--- src/rtl/hero_sprite_sequencer_pkg.sv ---
// Shared types and constants for the hero sprite sequencer.
package hero_pkg;

  localparam logic [1:0] ST_IDLE = 2'd0;
  localparam logic [1:0] ST_RUN  = 2'd1;
  localparam logic [1:0] ST_JUMP = 2'd2;

  typedef enum logic [1:0] {
    IDLE = ST_IDLE,
    RUN  = ST_RUN,
    JUMP = ST_JUMP
  } hero_state_t;

  typedef enum logic {
    FACE_RIGHT = 1'b0,
    FACE_LEFT  = 1'b1
  } facing_t;

  localparam logic [2:0] ROM_IDLE = 3'd5;
  localparam logic [2:0] ROM_JUMP = 3'd6;

endpackage

--- src/rtl/hero_sprite_sequencer_if.sv ---
// Control and pixel-fetch bus of the hero sprite sequencer.
// HERO_BLINK_EN adds the invuln input.
interface hero_sprite_sequencer_if #(
  parameter int unsigned ADDR_W = 11
);
  logic              frame_start;
  logic              move_left;
  logic              move_right;
  logic              jump;
  logic              on_ground;
  logic [9:0]        hero_x;
  logic [9:0]        hero_y;
  logic [9:0]        draw_x;
  logic [9:0]        draw_y;
  logic [ADDR_W-1:0] rom_addr;
  logic [2:0]        rom_sel;
  logic [2:0]        rom_index;
  logic [2:0]        pal_index;
  logic              pix_opaque;
`ifdef HERO_BLINK_EN
  logic              invuln;

  modport master (
    output frame_start, move_left, move_right, jump, on_ground,
           hero_x, hero_y, draw_x, draw_y, rom_index, invuln,
    input  rom_addr, rom_sel, pal_index, pix_opaque
  );
  modport slave (
    input  frame_start, move_left, move_right, jump, on_ground,
           hero_x, hero_y, draw_x, draw_y, rom_index, invuln,
    output rom_addr, rom_sel, pal_index, pix_opaque
  );
`else
  modport master (
    output frame_start, move_left, move_right, jump, on_ground,
           hero_x, hero_y, draw_x, draw_y, rom_index,
    input  rom_addr, rom_sel, pal_index, pix_opaque
  );
  modport slave (
    input  frame_start, move_left, move_right, jump, on_ground,
           hero_x, hero_y, draw_x, draw_y, rom_index,
    output rom_addr, rom_sel, pal_index, pix_opaque
  );
`endif
endinterface

--- src/rtl/hero_sprite_sequencer_anim_timer.sv ---
// Run-cycle timer: hold counter and run frame index, advanced once per tick.
module hero_anim_timer #(
  parameter int unsigned NUM_RUN    = 5,
  parameter int unsigned FRAME_HOLD = 6
) (
  input  logic       Clk,
  input  logic       Reset,
  input  logic       tick,
  input  logic       clear,
  input  logic       enable,
  output logic [2:0] frame
);
  localparam int unsigned HW = $clog2(FRAME_HOLD + 1);

  logic [HW-1:0] hold_q, hold_d;
  logic [2:0]    frame_q, frame_d;

  always_comb begin
    hold_d  = hold_q;
    frame_d = frame_q;
    if (clear) begin
      hold_d  = '0;
      frame_d = '0;
    end else if (tick && enable) begin
      if (hold_q == HW'(FRAME_HOLD - 1)) begin
        hold_d  = '0;
        frame_d = (frame_q == 3'(NUM_RUN - 1)) ? '0 : frame_q + 3'd1;
      end else begin
        hold_d = hold_q + 1'b1;
      end
    end
  end

  always_ff @(posedge Clk) begin
    if (Reset) begin
      hold_q  <= '0;
      frame_q <= '0;
    end else begin
      hold_q  <= hold_d;
      frame_q <= frame_d;
    end
  end

  assign frame = frame_q;

endmodule

--- src/rtl/hero_sprite_sequencer.sv ---
// Hero animation state machine plus 2-stage sprite pixel fetch pipeline.
// Optional HERO_BLINK_EN: invuln blinking of the opaque flag.
module hero_sprite_sequencer
  import hero_pkg::*;
#(
  parameter int unsigned SPRITE_W   = 32,
  parameter int unsigned SPRITE_H   = 48,
  parameter int unsigned ADDR_W     = 11,
  parameter int unsigned NUM_RUN    = 5,
  parameter int unsigned FRAME_HOLD = 6,
  parameter int unsigned JUMP_MIN   = 8
) (
  input logic                    Clk,
  input logic                    Reset,
  hero_sprite_sequencer_if.slave bus
);
  localparam int unsigned JW = $clog2(JUMP_MIN + 1);

  hero_state_t       state_q, state_d;
  facing_t           facing_q, facing_d;
  logic [JW-1:0]     jump_cnt_q, jump_cnt_d;
  logic [2:0]        run_frame;
  logic              run_clear;

  logic              dir_left, dir_right, dir_any;
  assign dir_left  = bus.move_left & ~bus.move_right;
  assign dir_right = bus.move_right & ~bus.move_left;
  assign dir_any   = dir_left | dir_right;

  always_comb begin
    state_d    = state_q;
    facing_d   = facing_q;
    jump_cnt_d = jump_cnt_q;
    if (bus.frame_start) begin
      if (dir_any) facing_d = dir_left ? FACE_LEFT : FACE_RIGHT;
      if (bus.jump && bus.on_ground && state_q != JUMP) begin
        state_d    = JUMP;
        jump_cnt_d = '0;
      end else begin
        case (state_q)
          JUMP: begin
            if (jump_cnt_q >= JW'(JUMP_MIN - 1) && bus.on_ground)
              state_d = dir_any ? RUN : IDLE;
            else if (jump_cnt_q != '1)
              jump_cnt_d = jump_cnt_q + 1'b1;
          end
          IDLE:    if (dir_any) state_d = RUN;
          RUN:     if (!dir_any) state_d = IDLE;
          default: state_d = IDLE;
        endcase
      end
    end
  end

  assign run_clear = bus.frame_start && state_d == RUN && state_q != RUN;

  hero_anim_timer #(
    .NUM_RUN   (NUM_RUN),
    .FRAME_HOLD(FRAME_HOLD)
  ) u_anim_timer (
    .Clk   (Clk),
    .Reset (Reset),
    .tick  (bus.frame_start),
    .clear (run_clear),
    .enable(state_q == RUN),
    .frame (run_frame)
  );

  // rom_sel derives only from registers that move on frame_start.
  always_comb begin
    case (state_q)
      RUN:     bus.rom_sel = run_frame;
      JUMP:    bus.rom_sel = ROM_JUMP;
      default: bus.rom_sel = ROM_IDLE;
    endcase
  end

  logic [9:0]        col, row, mcol;
  logic              inbox_d, inbox_q;
  logic [31:0]       addr_full;
  logic [ADDR_W-1:0] rom_addr_d, rom_addr_q;
  logic [2:0]        pal_index_d, pal_index_q;
  logic              pix_opaque_d, pix_opaque_q;
  logic              blink_off;

  always_comb begin
    col        = bus.draw_x - bus.hero_x;
    row        = bus.draw_y - bus.hero_y;
    inbox_d    = (32'(col) < SPRITE_W) && (32'(row) < SPRITE_H);
    mcol       = (facing_q == FACE_LEFT) ? 10'(SPRITE_W - 1) - col : col;
    addr_full  = 32'(row) * SPRITE_W + 32'(mcol);
    rom_addr_d = inbox_d ? addr_full[ADDR_W-1:0] : '0;
  end

`ifdef HERO_BLINK_EN
  logic [2:0] blink_q, blink_d;
  always_comb begin
    blink_d = bus.frame_start ? blink_q + 3'd1 : blink_q;
  end
  always_ff @(posedge Clk) begin
    if (Reset) blink_q <= '0;
    else       blink_q <= blink_d;
  end
  assign blink_off = bus.invuln & blink_q[2];
`else
  assign blink_off = 1'b0;
`endif

  always_comb begin
    pal_index_d  = inbox_q ? bus.rom_index : '0;
    pix_opaque_d = inbox_q && (bus.rom_index != '0) && !blink_off;
  end

  always_ff @(posedge Clk) begin
    if (Reset) begin
      state_q      <= IDLE;
      facing_q     <= FACE_RIGHT;
      jump_cnt_q   <= '0;
      inbox_q      <= 1'b0;
      rom_addr_q   <= '0;
      pal_index_q  <= '0;
      pix_opaque_q <= 1'b0;
    end else begin
      state_q      <= state_d;
      facing_q     <= facing_d;
      jump_cnt_q   <= jump_cnt_d;
      inbox_q      <= inbox_d;
      rom_addr_q   <= rom_addr_d;
      pal_index_q  <= pal_index_d;
      pix_opaque_q <= pix_opaque_d;
    end
  end

  assign bus.rom_addr   = rom_addr_q;
  assign bus.pal_index  = pal_index_q;
  assign bus.pix_opaque = pix_opaque_q;

endmodule
--- src/flat_wrapper.sv ---
// flat-port wrapper written by rule: the top's interface ports become plain ports
module hero_sprite_sequencer_flat import hero_pkg::*;
#(
  parameter int unsigned SPRITE_W   = 32,
  parameter int unsigned SPRITE_H   = 48,
  parameter int unsigned ADDR_W     = 11,
  parameter int unsigned NUM_RUN    = 5,
  parameter int unsigned FRAME_HOLD = 6,
  parameter int unsigned JUMP_MIN   = 8
)
  (Clk, Reset, bus_frame_start, bus_move_left, bus_move_right, bus_jump, bus_on_ground, bus_hero_x, bus_hero_y, bus_draw_x, bus_draw_y, bus_rom_index, bus_rom_addr, bus_rom_sel, bus_pal_index, bus_pix_opaque);
  hero_sprite_sequencer_if #(.ADDR_W(ADDR_W)) bus_i ();
  input logic Clk;
  input logic Reset;
  input wire logic [$bits(bus_i.frame_start)-1:0] bus_frame_start;
  input wire logic [$bits(bus_i.move_left)-1:0] bus_move_left;
  input wire logic [$bits(bus_i.move_right)-1:0] bus_move_right;
  input wire logic [$bits(bus_i.jump)-1:0] bus_jump;
  input wire logic [$bits(bus_i.on_ground)-1:0] bus_on_ground;
  input wire logic [$bits(bus_i.hero_x)-1:0] bus_hero_x;
  input wire logic [$bits(bus_i.hero_y)-1:0] bus_hero_y;
  input wire logic [$bits(bus_i.draw_x)-1:0] bus_draw_x;
  input wire logic [$bits(bus_i.draw_y)-1:0] bus_draw_y;
  input wire logic [$bits(bus_i.rom_index)-1:0] bus_rom_index;
  output wire logic [$bits(bus_i.rom_addr)-1:0] bus_rom_addr;
  output wire logic [$bits(bus_i.rom_sel)-1:0] bus_rom_sel;
  output wire logic [$bits(bus_i.pal_index)-1:0] bus_pal_index;
  output wire logic [$bits(bus_i.pix_opaque)-1:0] bus_pix_opaque;
  assign bus_i.frame_start = bus_frame_start;
  assign bus_i.move_left = bus_move_left;
  assign bus_i.move_right = bus_move_right;
  assign bus_i.jump = bus_jump;
  assign bus_i.on_ground = bus_on_ground;
  assign bus_i.hero_x = bus_hero_x;
  assign bus_i.hero_y = bus_hero_y;
  assign bus_i.draw_x = bus_draw_x;
  assign bus_i.draw_y = bus_draw_y;
  assign bus_i.rom_index = bus_rom_index;
  assign bus_rom_addr = bus_i.rom_addr;
  assign bus_rom_sel = bus_i.rom_sel;
  assign bus_pal_index = bus_i.pal_index;
  assign bus_pix_opaque = bus_i.pix_opaque;
  hero_sprite_sequencer #(.SPRITE_W(SPRITE_W), .SPRITE_H(SPRITE_H), .ADDR_W(ADDR_W), .NUM_RUN(NUM_RUN), .FRAME_HOLD(FRAME_HOLD), .JUMP_MIN(JUMP_MIN)) u_core (.Clk(Clk), .Reset(Reset), .bus(bus_i));
endmodule
--- config.mk ---
export PLATFORM = sky130hd
export DESIGN_NAME = hero_sprite_sequencer_flat
export DESIGN_NICKNAME = d
export VERILOG_FILES = /design/src/rtl/hero_sprite_sequencer_pkg.sv /design/src/rtl/hero_sprite_sequencer_if.sv /design/src/rtl/hero_sprite_sequencer_anim_timer.sv /design/src/rtl/hero_sprite_sequencer.sv /design/src/flat_wrapper.sv
export SDC_FILE = /design/constraint.sdc
export NUM_CORES = 1
export LEC_CHECK = 0
export CAP_MARGIN = 20
export CORE_MARGIN = 3
export CORE_UTILIZATION = 46
export DETAILED_ROUTE_END_ITERATION = 10
export PLACE_DENSITY = 0.76
export SYNTH_ARGS = -nofsm -noshare
export SYNTH_HDL_FRONTEND = slang
export SYNTH_SLANG_ARGS = --single-unit
export TNS_END_PERCENT = 100
--- constraint.sdc ---
create_clock -name Clk -period 3.9 [get_ports Clk]
set_input_delay 0.585 -clock Clk [delete_from_list [all_inputs] [get_ports Clk]]
set_output_delay 0.585 -clock Clk [all_outputs]
set_load 0.02 [all_outputs]
[Yosys cells after proc, flatten, opt, wreduce, memory -nomap -nowiden]
Index checks and enable logic that the tools add are counted.
Widths: inputs -> output; s select.
Word-level totals
  register bits after elaboration: 29
  latch bits: 0
  RAM bits: 0
  memory bits (read-only): 0
  input port bits: 50
  output and inout port bits: 18
  word-level logic and storage cells: 69
  memories kept: 0
Cells by class
  add/sub/neg operators: 7
  $mul: 0
  divide/modulo/power cells: 0
  $lt $le $gt $ge: 3
  equality and inequality tests: 9
  shifts and indexed selects: 0
  mux-type cells: 16
  bitwise gates (word level): 7
  reductions and logical operators: 18
Operators with widths (count)
  $lt 10x6->1 const B: 2
  $sub 10x10->10: 2
  $mux 4: 4
  $add 11x10->11: 1
  $mux 10: 1
  $mux 2: 5
  $sub 5x10->10 const A: 1
  $logic_and 1x1->1: 8
  $add 3x1->3 const B: 2
  $eq 3x3->1 const B: 2
  $mux 3: 2
  $pmux 2 s3: 1
  $pmux 3 s2: 1
  $reduce_or 2->1: 3
  $add 4x1->4 const B: 1
  $eq 2x1->1 const B: 2
  $ge 4x3->1 const B: 1
  $ne 2x1->1 const B: 2
  $ne 4x4->1 const B: 1
  $not 1->1: 4
  $reduce_and 2->1: 2
  $reduce_and 4->1: 1
  $reduce_bool 2->1: 2
  $reduce_bool 3->1: 1
  6 further kinds: 8

[Logic depth before layout (Yosys ltp)]
Gate-level depths: netlist of run 1.
  depth in word-level cells: 12
  depth in mapped cells: 17
  gate-level depth less buffers: 17

[Modules after synthesis]
Synthesis of run 1 repeated with hierarchy kept, for this count alone.
Unflattened totals
  cell total of the unflattened synthesis: 337
  area total of the unflattened synthesis: 2745.1 µm²
By module, submodules not included
  hero_sprite_sequencer: instances 1, cells an instance 301, area each 2439.8 µm², seq. area each 460.4 µm²
  hero_anim_timer: instances 1, cells an instance 36, area each 305.3 µm², seq. area each 120.1 µm²

[Worst setup path after synthesis of run 1]
OpenSTA, ideal clock, no wires.
  path type: input -> register
  from: input port bus_draw_x[0]
  to: register u_core.rom_addr_q[10] (netlist: u_core.bus.rom_addr[10])
  arrival: 3.457 ns
  required time: 3.812 ns
  slack: 0.355 ns
  stages: 16
  path buffers: 0
  path through: inv_1 ha_1 fa_1 and2b_4 o21bai_1 a211oi_1 ha_1 nand2_1 o21ai_0 ha_1 a21o_1 a21oi_1 o21bai_1 a21oi_1 xnor2_1 nor4_2
Between the ends
  word-level cells in the longest chain between the ends: 5
  elaborated cells on any way between the ends: 8
  classes of those cells: add/sub (3); order compare (1); mux (1); bitwise (1); reduce/logical (2)
RTL lines
  start, declared: RTL line flat_wrapper.sv:22  | input wire logic [$bits(bus_i.draw_x)-1:0] bus_draw_x;
  $sub 10x10->10 *: RTL line hero_sprite_sequencer.sv:87  | col = bus.draw_x - bus.hero_x;
  parallel branches: the longest is 4 deep, another holds $add 11x10->11
  end signal, assigned: RTL line hero_sprite_sequencer.sv:128  | rom_addr_q <= rom_addr_d;
  end, declared: RTL line hero_sprite_sequencer.sv:81  | logic [ADDR_W-1:0] rom_addr_d, rom_addr_q;
Mark *: on every way between the ends.
A chain may end at the register's enable or synchronous reset.

[Worst setup path in the final report of run 1]
Same ends and word-level chain as after synthesis.

==> impl_metrics.yaml, run 1 <==
status:
  status: "finished, final reports clean"
placed_design:
  postPlaceCellArea_um2: 3561
  dp_slack_ps: -283.6
  portBuffers: 67
  dpl.hpwl_mm: 4.900
  placedCellCount: 479
  routabilityCongestion: 0.8583
route:
  drtIter0Drc: 44
  wl_per_cell_um: 11.94
  vias_per_cell: 5.316
  dr.pass1.iters: 4
  vias: 2589
  drcViolationCount: 0
  wl_mm: 5.817
  ant_nets: 0
final_layout:
  drive_gt1_share_pct: 12.05
  utilization_pct: 65.68
  antenna_cells: 0
  syn2layout_area_growth_pct: 36.73
  fill_cells: 499
  multi_input_area_um2: 1907
  layoutNonFillerInstCount: 487
  fin_area_um2: 3661
  seq_area_um2: 580.6
  fin_nets: 499
clocking:
  cts_setup_buffers: 0
  cts.htree.levels: 2
  cts_sinks: 29
  root_buffer: "clkbuf_8"
  cts_buffer_depth: 2
  cts_made_buffers: 5
  cts_tree: "done"
  insertion_delay_ps: 280
  clk_pin_slew_ps: 60
flow_run:
  cap_violations: 0
sta:
  period_minus_slack_ps: 3665
  fin_ws_ps: 234.9
  setup_viol: 0
  rsz0062_at_grt: "no"
  period_share_pct: 93.98
  fmax_mhz: 272.8
  clock-skew-final_ps: 7.525
  slew-limit-headroom_pct: 50.72
  tightest_slew_ps: 734.2
  hold_viol: 0
  drv_slew: 0
grt:
  overflow: 0
  grt_max_degree: 16
  grt_first_pass_wirelength_mm: 9.701
  grt_pass1_vias: 2367
  grtUsageTotal_pct: 18.08
  antenna_found_initial: 0
floorplan:
  die_area_um2: 6772
  core_um2: 5574
  ios: 68
  die_h_um: 82.30
  fp.dieW_um: 82.30
  initial_core_util_pct: 48.04
  rows: 27
logic_synthesis:
  netlist_top_cells_area: "dfxtp_1, ha_1, xnor2_1, inv_1, a21oi_1"
  synth.distinct_cells: 53
  synth_warnings: 0
  synth_area_um2: 2678
  synth_top_area_share_pct: 21.68
  syn_avg_cell_area_um2: 8.163
  synth-seq-cells: 29
  synth_flop_cell: "dfxtp_1"
  synth_fp_nets: 413
  synth-async-reset-ratio_pct: 0
  synth_top_area_cell: "dfxtp_1"
  synth_edf_count: 0
  synthCells: 328
  synth_seq_area_share_pct: 21.68
worst_setup_path:
  cp_data_arrival_time_ps: 3860
  crit_type: "in2reg"
  cp-start-kind: "primary input"
  end_kind: "flip-flop"
  crit_fanout: 2
  crit_required_ps: 4090
power:
  vdd_ir_drop_max_v: 0.0001582
  p_leak_uw: 0.001540
  totalPowerFinal_uw: 1027
  power.density_nw_per_um2: 280.6
min_path:
  hold_path.class: "reg2reg"
[Yosys cell counts, drive strengths merged, types with 3 or more instances]
master	count
nand2	15
nand2b	3
nor4	11
buf	5
nor2	18
nand3	4
a21o	6
dfxtp	29
ha	32
xor2	12
o21ai	18
nor2b	5
a21oi	23
clkbuf	7
o21a	4
inv	39
a211oi	9
fa	3
nand4	3
xnor2	17
and2	5
nor3b	6
a311oi	3
o21bai	4
nor3	15
[cell families (layout without fill, tap and decap cells)]
logic type	after synthesis	count (layout)	share of synthesized area (%)
mux	2	2	0.7477
flops	29	29	21.68
fa+ha+maj	35	35	17.20
compound gates	88	88	22.20
simple gates	94	94	21.07
xor+xnor	29	29	9.486
buf+inv	51	138	7.617
[routing by layer]
| metal | track usage, % | vias up | routed length (µm) |
|---|---|---|---|
| li1 | - | 1343 | - |
| met1 | 20.71 | 1170 | 2570 |
| met2 | 33.25 | 67 | 2901 |
| met3 | 2.603 | 9 | 258 |
| met4 | 7.309 | 0 | 87 |
| met5 | 0 | - | 0 |
[sequential cells by signal, indices dropped and copies added, names as in the netlist]
name,cells
u_core.state_q,2
u_core.u_anim_timer.frame,3
u_core.u_anim_timer.hold_q,3
u_core.facing_q,1
u_core.inbox_q,1
u_core.jump_cnt_q,4
u_core.bus.pix_opaque,1
u_core.bus.rom_addr,11
u_core.bus.pal_index,3
[report_power, final]
group | switching, µW | internal (µW) | total [µW]
clock network | 112 | 123 | 234
registers | 3.75 | 299 | 303
logic | 244 | 246 | 490
total | 359 | 668 | 1030
[final cells by class]
cell class,count,area share [%]
clock buffer,5,1.880
clock inverter,3,0.4785
inverter,39,3.999
multi-input combinational,248,52.08
sequential,29,15.86
tap,72,2.461
timing repair buffer,91,23.24
[critical path: stages]
cell and delay, ps:
clkdlybuf4s50_1 450, inv_1 40, ha_2 200, fa_2 340, and2b_4 260, buf_4 100, o2111a_1 180, a211oi_2 50
ha_1 300, nand2_1 60, o21ai_0 100, ha_1 310, a21o_1 190, a21oi_2 150, o21bai_1 80, a21oi_1 160
xnor2_1 110, nor4_2 200
[placed cells by master, fill, tap and decap left out, types with 3 or more instances in the layout]
cell             netlist  final
a21o_1                 6      6
inv_1                 39     39
dfxtp_1               29     29
nor2b_1                5      5
and2_1                 5      5
nor3b_1                6      6
nor2_1                18     18
clkbuf_8               0      5
xnor2_1               17     17
nand2b_1               3      3
nand2_1               15     15
nand4_1                3      3
nor3_1                15     15
buf_4                  0     24
o21ai_0               15     15
xor2_1                12     12
o21ai_1                3      3
a21oi_1               23     22
o21a_1                 4      4
ha_1                  32     31
o21bai_1               4      4
a211oi_1               9      8
nor4_2                 9      9
nand3_1                4      4
clkdlybuf4s50_1        0     67
[metrics by stage]
stage | TNS, ps | hold slack, ps
after floorplan | 0 | 463.6
after global placement | -184.9 | 500.3
after detailed placement | -348.5 | 505.8
after CTS | 0 | 514.9
after global routing | 0 | 549.7
final | 0 | 516.1
[what timing repair did]
action                                  CTS  global route
endpoints found under the setup margin    0             2
hold buffers                              0             0
gates resized for setup                   0             4
[worst paths after layout]
check / slack, ps / start / cells after the start / endpoint
setup / recovery: 230 / bus_draw_x[0] / 18 / u_core.bus.rom_addr[10]
hold / removal: 520 / u_core.u_anim_timer.frame[1] / 2 / u_core.u_anim_timer.frame[1]
setup reg to reg: 1400 / u_core.state_q[0] / 7 / u_core.u_anim_timer.hold_q[1]
hold reg to reg: 520 / u_core.u_anim_timer.frame[1] / 2 / u_core.u_anim_timer.frame[1]
Note: power is estimated with default switching activity, not from simulation.
==> run 2, diff against run 1 <==
--- a/config.mk
+++ b/config.mk
@@ -5,7 +5,6 @@
 export SDC_FILE = /design/constraint.sdc
 export NUM_CORES = 1
 export LEC_CHECK = 0
-export CAP_MARGIN = 20
 export CORE_MARGIN = 3
 export CORE_UTILIZATION = 46
 export DETAILED_ROUTE_END_ITERATION = 10
==> results of run 2 <==
Final layout, timing and power as in run 1 (identical DEF).
==> run 3, diff against run 2 <==
--- a/config.mk
+++ b/config.mk
@@ -5,10 +5,13 @@
 export SDC_FILE = /design/constraint.sdc
 export NUM_CORES = 1
 export LEC_CHECK = 0
+export ABC_AREA = 1
 export CORE_MARGIN = 3
 export CORE_UTILIZATION = 46
 export DETAILED_ROUTE_END_ITERATION = 10
+export GPL_TIMING_DRIVEN = 0
 export PLACE_DENSITY = 0.76
+export RECOVER_POWER = 25
 export SYNTH_ARGS = -nofsm -noshare
 export SYNTH_HDL_FRONTEND = slang
 export SYNTH_SLANG_ARGS = --single-unit
==> run 3 against run 2 <==
- die area is 0.34% higher
- synthesized cell count is 24% higher
- non-clock buffer count is 22 lower
- clock skew is 4.5 ps lower
- global-route usage is 1.2 points lower
- area after synthesis is 0.37% higher
- sequential power hardly changed
- critical path type unchanged
- highest routed layer unchanged
==> impl_metrics.yaml, run 3 <==
status:
  status: "finished, final reports clean"
sta:
  period_share_pct: 93.79
  rsz0062_at_grt: "no"
  fmax_mhz: 273.4
  fin_setup_tns_ps: 0
  slew-limit-headroom_pct: 66.11
  drv_slew: 0
  period_minus_slack_ps: 3658
  holdWs_ps: 474.6
  clock-skew-final_ps: 3.013
  tightest_slew_ps: 505.0
  setup_viol: 0
  hold_viol: 0
power:
  pwr-share-seq_pct: 32.4
  p_leak_uw: 0.001808
  power.density_nw_per_um2: 262.5
  intPower_uw: 595.4
  switching_power_uw: 333.2
  power_frac_clock_pct: 25.3
  vdd_ir_drop_max_v: 0.0001851
  totalPowerFinal_uw: 928.6
  p_sw_share_pct: 35.89
  combinationalPowerShare_pct: 42.3
worst_setup_path:
  worstPathCellList: "clkdlybuf4s50_1, inv_1, ha_1, fa_2, inv_1, nand4_1, nand4_1, nand2_4, ha_1, or2_2, nand2_1, inv_1, ha_1, nand3_1, nand3_1, nand2_1, nand2_1, a21oi_1, xor2_1, inv_1, nor2_2"
  crit_required_ps: 4130
  end_kind: "flip-flop"
  crit_fanout: 3
  reg2regPathDepth: 14
  cp_slowest_cell: "clkdlybuf4s50_1"
  cp_data_arrival_time_ps: 3880
  crit_type: "in2reg"
  slowest_delay_ps: 450
  cp-start-kind: "primary input"
  critPathMostFrequentCell: "inv_1"
logic_synthesis:
  syn_avg_cell_area_um2: 6.603
  synth_warnings: 0
  synth_top_area_cell: "dfxtp_1"
  synth_seq_area_share_pct: 21.60
  netlist_top_cells_area: "dfxtp_1, ha_1, inv_1, nand2_1, nor2_1"
  synth_flop_cell: "dfxtp_1"
  synth.distinct_cells: 32
  synth-seq-cells: 29
  synth_common_cells: "inv_1, nand2_1, nor2_1"
  synth_fp_nets: 492
  synthCells: 407
  synth_edf_count: 0
  synth_area_um2: 2688
  synth_top_area_share_pct: 21.60
  synth-async-reset-ratio_pct: 0
grt:
  antenna_found_initial: 0
  grt_first_pass_wirelength_mm: 9.370
  grt_max_degree: 11
  overflow: 0
  grtUsageTotal_pct: 16.91
  grt_pass1_vias: 2365
final_layout:
  largest_reg_flops: 11
  syn2layout_area_growth_pct: 31.61
  fin_nets: 566
  drive_gt1_share_pct: 8.921
  antenna_cells: 0
  final_cell_mix: "inv_1, nand2_1, clkdlybuf4s50_1, nor2_1, ha_1"
route:
  vias_per_cell: 4.659
  dr.pass1.iters: 4
  drtIter0Drc: 59
  wl_per_cell_um: 9.662
  vias: 2581
  wl_mm: 5.353
  ant_nets: 0
  drcViolationCount: 0
floorplan:
  fp.dieW_um: 82.44
  core_um2: 5574
  die_h_um: 82.44
  rows: 27
  initial_core_util_pct: 48.22
  die_area_um2: 6796
  ios: 68
placed_design:
  dpl.hpwl_mm: 4.628
  portBuffers: 67
  routabilityCongestion: 0.8495
clocking:
  cts_made_buffers: 5
  clk_pin_slew_ps: 60
  cts_sinks: 29
  cts_tree: "done"
  cts_hold_buf: 0
  cts_resized: 0
  cts_buffer_depth: 2
  cts.htree.levels: 2
  cts_setup_buffers: 0
  insertion_delay_ps: 280
  root_buffer: "clkbuf_8"
min_path:
  hold_path.class: "reg2reg"
  min_path_cells: 2
flow_run:
  cap_violations: 0
-- run 3: cell types whose count changed in the layout (fill, tap and decap cells not counted), sizes merged, moves of 8 or more --
cell and change:
a211oi -8, buf -22, inv +53, nand2 +84, nand3 +27, nor2 +27, nor3 -12, nor4 -11
xnor2 -14
-- run 3: final timing paths --
check                                           from                       to  slack [ps]
worst min register to register  u_core.jump_cnt_q[2]     u_core.jump_cnt_q[2]         470
worst max register to register       u_core.facing_q  u_core.bus.rom_addr[10]        1750
worst min-delay path            u_core.jump_cnt_q[2]     u_core.jump_cnt_q[2]         470
worst max-delay path                   bus_draw_x[0]  u_core.bus.rom_addr[10]         240
-- run 3: through the flow --
stage / cell area (µm²) / worst slack (ps) / util, % / cells
final: 3537 / 242.2 / 63.46 / 554
after global routing: 3537 / 1.456 / 63.46 / 554
after CTS: 3535 / 192.7 / 63.41 / 554
after detailed placement: 3448 / -90.53 / 61.86 / 546
after global placement: 3448 / -33.84 / 61.86 / 546
after floorplan: 2688 / 599.3 / - / 407
-- run 3: layout make-up --
type / count / area (µm²)
Fill cell: 521 / 2037
Multi-Input combinational cell: 284 / 1748
Timing Repair Buffer: 67 / 670.6
Sequential cell: 29 / 580.6
Inverter: 92 / 345.3
Tap cell: 72 / 90.09
Clock buffer: 5 / 68.82
Clock inverter: 3 / 17.52
Buffer: 2 / 16.27
-- run 3: power groups by stage --
stage | clock (µW) | combinational (µW) | sequential (µW)
2_1_floorplan | 0 | 285 | 307
3_3_place_gp | 0 | 384 | 308
3_5_place_dp | 0 | 393 | 308
4_1_cts | 241 | 395 | 301
5_1_grt | 259 | 449 | 301
6_report | 235 | 393 | 301
-- run 3: critical path, delay by kind of cell --
kind	cells	cell delay [ps]
adders and majority gates	4	1140
and+or+nand+nor	10	1180
xor gates and xnor gates	1	160
AOI/OAI and AO/OA	1	140
buffers and inverters	5	700
-- run 3: logic make-up (layout without fill, tap and decap cells) --
logic type	Yosys count	count (layout)	synth area share (%)
simple gates	190	190	32.77
compound gates	41	41	9.171
buf+inv	94	169	13.45
flops	29	29	21.60
fa+ha+maj	35	35	17.13
xor+xnor	18	18	5.866
-- run 3: layer usage --
layer / global-route usage, % / routed length (µm) / vias up
met5: 0 / 0 / -
met1: 20.09 / 2403 / 1112
met2: 31.49 / 2636 / 55
li1: - / - / 1408
met3: 2.278 / 258 / 6
met4: 4.485 / 55 / 0
